## src/rtl/div_seq_unit.sv

```systemverilog
// Multi-cycle radix-2 restoring divider for DIV/DIVU; returns {remainder, quotient}.
// One quotient bit per cycle, with sign fix-up applied on entry to END.
module div_seq_unit #(
  parameter int unsigned DATA_W = 32,
  parameter int unsigned CNT_W  = 6
) (
  input  logic                  clk,
  input  logic                  rst,
  input  logic                  start_i,
  input  logic                  signed_div_i,
  input  logic [DATA_W-1:0]     opdata1_i,
  input  logic [DATA_W-1:0]     opdata2_i,
  input  logic                  annul_i,
  output logic [2*DATA_W-1:0]   result_o,
  output logic                  ready_o
);

  localparam int unsigned RES_W = 2 * DATA_W;
  localparam int unsigned SFT_W = 2 * DATA_W + 1;

  typedef enum logic [1:0] {
    S_IDLE,
    S_DIVZERO,
    S_ON,
    S_END
  } state_t;

  state_t state, state_next;

  logic [CNT_W-1:0]  cnt;
  logic [RES_W-1:0]  work;
  logic [DATA_W-1:0] divisor;
  logic              sign_q;
  logic              sign_r;

  logic [DATA_W-1:0] op1_abs, op2_abs;
  logic [SFT_W-1:0]  work_shift;
  logic [DATA_W:0]   trial;
  logic [RES_W-1:0]  work_step;
  logic [DATA_W-1:0] quo_fix, rem_fix;
  logic              last_iter;

  // Operand magnitudes; the most negative value maps onto itself as an unsigned number.
  always_comb begin
    op1_abs = opdata1_i;
    op2_abs = opdata2_i;
    if (signed_div_i && opdata1_i[DATA_W-1]) op1_abs = DATA_W'(0) - opdata1_i;
    if (signed_div_i && opdata2_i[DATA_W-1]) op2_abs = DATA_W'(0) - opdata2_i;
  end

  // One restoring step. The partial remainder never reaches the top bit of the
  // 65-bit working value, so only 64 bits are stored and the top bit lives in the shift.
  always_comb begin
    work_shift = {work, 1'b0};
    trial      = work_shift[SFT_W-1:DATA_W] - {1'b0, divisor};
    work_step  = work_shift[RES_W-1:0];
    if (!trial[DATA_W]) begin
      work_step = {trial[DATA_W-1:0], work_shift[DATA_W-1:1], 1'b1};
    end
    quo_fix = sign_q ? DATA_W'(0) - work_step[DATA_W-1:0] : work_step[DATA_W-1:0];
    rem_fix = sign_r ? DATA_W'(0) - work_step[RES_W-1:DATA_W] : work_step[RES_W-1:DATA_W];
  end

  assign last_iter = (cnt == CNT_W'(DATA_W - 1));

  always_ff @(posedge clk or negedge rst) begin
    if (!rst) state <= S_IDLE;
    else      state <= state_next;
  end

  always_comb begin
    state_next = state;
    case (state)
      S_IDLE: begin
        if (start_i && !annul_i) begin
          state_next = (opdata2_i == '0) ? S_DIVZERO : S_ON;
        end
      end
      S_DIVZERO: state_next = annul_i ? S_IDLE : S_END;
      S_ON: begin
        if (annul_i)        state_next = S_IDLE;
        else if (last_iter) state_next = S_END;
      end
      S_END:   state_next = S_IDLE;
      default: state_next = S_IDLE;
    endcase
  end

  // Datapath and registered outputs.
  always_ff @(posedge clk or negedge rst) begin
    if (!rst) begin
      cnt      <= '0;
      work     <= '0;
      divisor  <= '0;
      sign_q   <= 1'b0;
      sign_r   <= 1'b0;
      result_o <= '0;
      ready_o  <= 1'b0;
    end else begin
      ready_o <= (state_next == S_END);
      case (state)
        S_IDLE: begin
          if (state_next == S_ON) begin
            divisor <= op2_abs;
            sign_q  <= signed_div_i & (opdata1_i[DATA_W-1] ^ opdata2_i[DATA_W-1]);
            sign_r  <= signed_div_i & opdata1_i[DATA_W-1];
            work    <= {DATA_W'(0), op1_abs};
            cnt     <= '0;
          end
        end
        S_ON: begin
          if (!annul_i) begin
            work <= work_step;
            cnt  <= cnt + CNT_W'(1);
            if (last_iter) result_o <= {rem_fix, quo_fix};
          end
        end
        S_DIVZERO: begin
          if (!annul_i) result_o <= '0;
        end
        default: ;
      endcase
    end
  end

endmodule

```

## config.mk

```make
export PLATFORM = sky130hd
export DESIGN_NAME = div_seq_unit
export DESIGN_NICKNAME = d
export VERILOG_FILES = /design/src/rtl/div_seq_unit.sv
export SDC_FILE = /design/constraint.sdc
export NUM_CORES = 1
export LEC_CHECK = 0
export ABC_AREA = 1
export CAP_MARGIN = 30
export CELL_PAD_IN_SITES_DETAIL_PLACEMENT = 0
export CELL_PAD_IN_SITES_GLOBAL_PLACEMENT = 1
export CORE_UTILIZATION = 42
export DETAILED_ROUTE_END_ITERATION = 8
export MAX_ROUTING_LAYER = met4
export PLACE_DENSITY = 0.83
export SETUP_SLACK_MARGIN = 0.2
export SLEW_MARGIN = 40
export SYNTH_ARGS = -nofsm -noshare
export SYNTH_HDL_FRONTEND = slang
export SYNTH_SLANG_ARGS = --single-unit
```

## constraint.sdc

```tcl
create_clock -name clk -period 4.65 [get_ports clk]
set_clock_uncertainty 0.1 [all_clocks]
set_input_delay 1.1625 -clock clk [delete_from_list [all_inputs] [get_ports clk]]
set_output_delay 1.1625 -clock clk [all_outputs]
set_load 0.02 [all_outputs]
```

==> summary.txt <==
Status
  – Outcome: completed

Setup path
  – CP bufs+invs: 3
  – Crit path largest cell delay: 420 ps
  – Slowest cell on crit path: fa_1
  – Worst Path Arrival: 4420 ps
  – CP startpoint kind: flop
  – Worst setup EP type: flop
  – CP max FO: 6
  – CP required: 4880 ps
  – Crit path top cell by count: nand2_2
  – CP Cell Sequence: inv_1, ha_1, inv_1, fa_1, nand2_1, nand2_1, nand3_1, nand2_2, nand2_2, nand2_2, nand2_4, nand3_4, nand2_8, ha_1, nand4_1, nor2_1, nand3_1, nor3_2, nand4_1, buf_4, o21ai_1, o21ai_0, or2_2, a32o_1
  – Largest delay contributor family on the critical path: simple AND/OR/NAND/NOR gates
  – CP Class: reg -> reg

Cells and area
  – Fill cells: 3143
  – Ratio of cells with drive above 1 in the final layout: 7.17%
  – FF/Latch Area: 4280 µm²
  – Multi-input gate area: 7480 µm²
  – Nets: approximately 2200
  – Area Growth Syn to Fin: 18.4%
  – Diode count: 0
  – Finished Cell Area: 15500 µm²
  – Non-filler cells in the finished layout: 2516

Synth
  – Post-synthesis sequential area ratio: 32.7%
  – Adder-Cell Fraction of Synth Area: under 10%
  – Unique masters post-synth: 54
  – Post-synth top area share: 32.7%
  – Most frequent cells after synthesis: nand2_1, inv_1, dfrtp_1, nor2_1, nand3_1
  – Average cell area after synthesis: 6.60 µm²
  – Simple-gate portion of the synthesized area: a little over a third
  – Area contributors post-synth: dfrtp_1, nand2_1, inv_1
  – EDFF count, synth: 0
  – Synth async-reset ratio: 100%
  – Synth Area in Compound Gates: 12.1%
  – Post-synthesis xor/xnor area fraction: 4.95%
  – Seq cells post-synth: 171
  – Post-Syn Area: 13100 µm²
  – Mux cell area share after synthesis: 0%
  – Synth Flop Type: dfrtp_1
  – Most frequent cell after synthesis: nand2_1
  – Main combinational cell family by area after synthesis: simple AND/OR/NAND/NOR gates
  – Area leader, netlist: dfrtp_1
  – Synth Warn #: 0
  – Post-synth net total: between 2000 and 2500
  – Cells after Synth: 1986

Detailed routing
  – Antenna-violating nets left: 0
  – WL/cell: roughly 17 µm
  – Vias per inst: 5.25
  – Routed wire length: 43100 µm
  – Drt pass-1 iters: 5
  – DRC viols: 0
  – Vias: 13200
  – Detailed Route Iter0 Violations: 1098

Power
  – Total Power: 12700 µW
  – Max VDD drop: around 0.00045 V
  – Pwr dens: slightly above 800 nW/µm²
  – Leak: ~0.0079 µW

STA
  – Max Freq: 238 MHz
  – Final Slew Violations: 0
  – Part of the cycle the worst path needs: around nine tenths
  – Hold Vio Cnt, Final: 0
  – Max_slew headroom: 51.3%
  – Worst-Margin Slew: 730 ps
  – Setup-failing EPs final: 0
  – Setup TNS: 0 ps
  – RSZ-0062 raised after global routing: no
  – Min Tclk post-route: 4200 ps

Global route
  – Met2 Usage GRT: around 45%
  – Met3 Use GR: between 2 and 3%
  – Total global-route track usage: 28.6%
  – Global-route wire length before repair: 68100 µm
  – GRT met1 Usage: between 30% and 40%
  – Vias in the first global route: about 12000
  – Initial antenna violation count: 0
  – Largest net degree at the start of global routing: 91
  – Global routing's busiest layer: met2
  – Total grt overflow: 0

Clocking
  – Total CTS buffers: 17
  – CTS Hold Buffers Added: 0
  – CTS root buf: clkbuf_16
  – Clk sinks: 171
  – CTS H-tree depth: 4
  – Deepest clock path buffer count: 2
  – Worst-path clk slew: 70 ps
  – Worst skew pair latency: 440 ps
  – CTS tree: built

Die
  – Effective utilization at floorplan: between 40% and 50%
  – Standard-cell row count: 64
  – Die ar.: approximately 32000 µm²
  – Core ar.: about 31000 µm²
  – Die height: 179 µm
  – IO Count: 134
  – Die width: 179 µm

Place
  – Port Buffer Count: 133
  – HPWL after DPL: 33300 µm
  – Routability-driven placement congestion ratio: roughly 0.95
  – Post-DP Area: between 10000 and 15000 µm²
  – DP Cell Count: 2477

Job
  – Max-cap violations: 0

Hold path
  – HP Class: reg -> reg
[registers in the layout (all words and copies together), names as in the netlist]
name,flops
cnt,6
divisor,32
ready_o,1
result_o,64
sign_q,1
sign_r,1
state,2
work,64
[metrics by stage]
stage / hold slack, ps / util, % / setup WS, ps
floorplan: 353 / - / 744
global placement: 362 / 48.3 / 352
detailed placement: 365 / 48.3 / 326
CTS: 383 / 50.3 / 295
global route: 404 / 50.6 / 189
finish: 378 / 50.6 / 454
[cell usage in the layout (no fill, tap or decap), drive strengths merged, types with 2 or more instances in the layout]
master,Yosys,routed
o221ai,25,25
o31ai,6,6
a32o,8,8
nor4,8,8
o211ai,6,6
nor3,31,31
dfrtp,171,171
or2,4,4
clkinv,1,9
nand3,131,131
xor2,49,49
nand4,22,22
a21o,2,2
a22oi,3,3
a21oi,57,57
nand3b,3,3
o21ai,126,126
clkdlybuf4s50,0,132
xnor2,25,25
inv,284,289
ha,37,37
a31oi,3,3
clkbuf,31,18
nor2,183,183
and2,3,3
nand2,708,708
and3,2,2
o22ai,19,19
o41ai,2,2
buf,25,26
o21a,4,4
[logic make-up (layout without fill, tap and decap cells)]
| logic type | count (synthesis) | count (layout) |
|---|---|---|
| fa+ha+maj | 38 | 38 |
| simple gates | 1097 | 1097 |
| xor+xnor | 74 | 74 |
| buf+inv | 341 | 475 |
| flops | 171 | 171 |
| compound gates | 265 | 265 |
[area by class of cell]
| type | count | share of cell area (%) |
|---|---|---|
| multi-input cells | 1474 | 48.2 |
| flip-flops and latches | 171 | 27.6 |
| repair buffers | 158 | 10.1 |
| inverters | 285 | 6.90 |
| well taps | 396 | 3.19 |
| clock buffers | 18 | 2.83 |
| clock inverters | 14 | 1.15 |
[per-layer routing]
metal,wire length (µm),up-vias
li1,-,6571
met1,20200,6211
met2,19900,366
met3,1650,70
met4,1260,0
met5,0,-
[worst paths after layout]
path                                          start                  endpoint  slack, ps  depth (start not counted)
setup / recovery               work[31]$_DFFE_PN0P_  result_o[28]$_DFFE_PN0P_        450                         24
hold / removal             result_o[59]$_DFFE_PN0P_  result_o[59]$_DFFE_PN0P_        380                          2
setup reg to reg               work[31]$_DFFE_PN0P_  result_o[28]$_DFFE_PN0P_        450                         24
hold reg to reg            result_o[59]$_DFFE_PN0P_  result_o[59]$_DFFE_PN0P_        380                          2
max in group asynchronous                       rst        cnt[1]$_DFFE_PN0P_       3000                          3
min in group asynchronous                       rst  result_o[60]$_DFFE_PN0P_        450                          1
[power by group]
group	leakage [µW]	internal, µW	switching (µW)	total [µW]
Clock	0.000301	787	720	1510
Sequential	0.00226	1890	390	2280
Combinational	0.00534	2670	6240	8910
Total	0.00790	5350	7350	12700
[tightest hold or removal path, stage by stage (launching register included)]
cell and delay, ps:
dfrtp_1 340, nand2_1 50, nand2_1 50
[timing repair]
action | CTS | global route
buffers inserted | 0 | 6
endpoints found under the setup margin | 0 | 6
resized for setup | 0 | 3
hold endpoints to repair | 0 | 0
No activity file was read; power rests on OpenSTA's default activity.
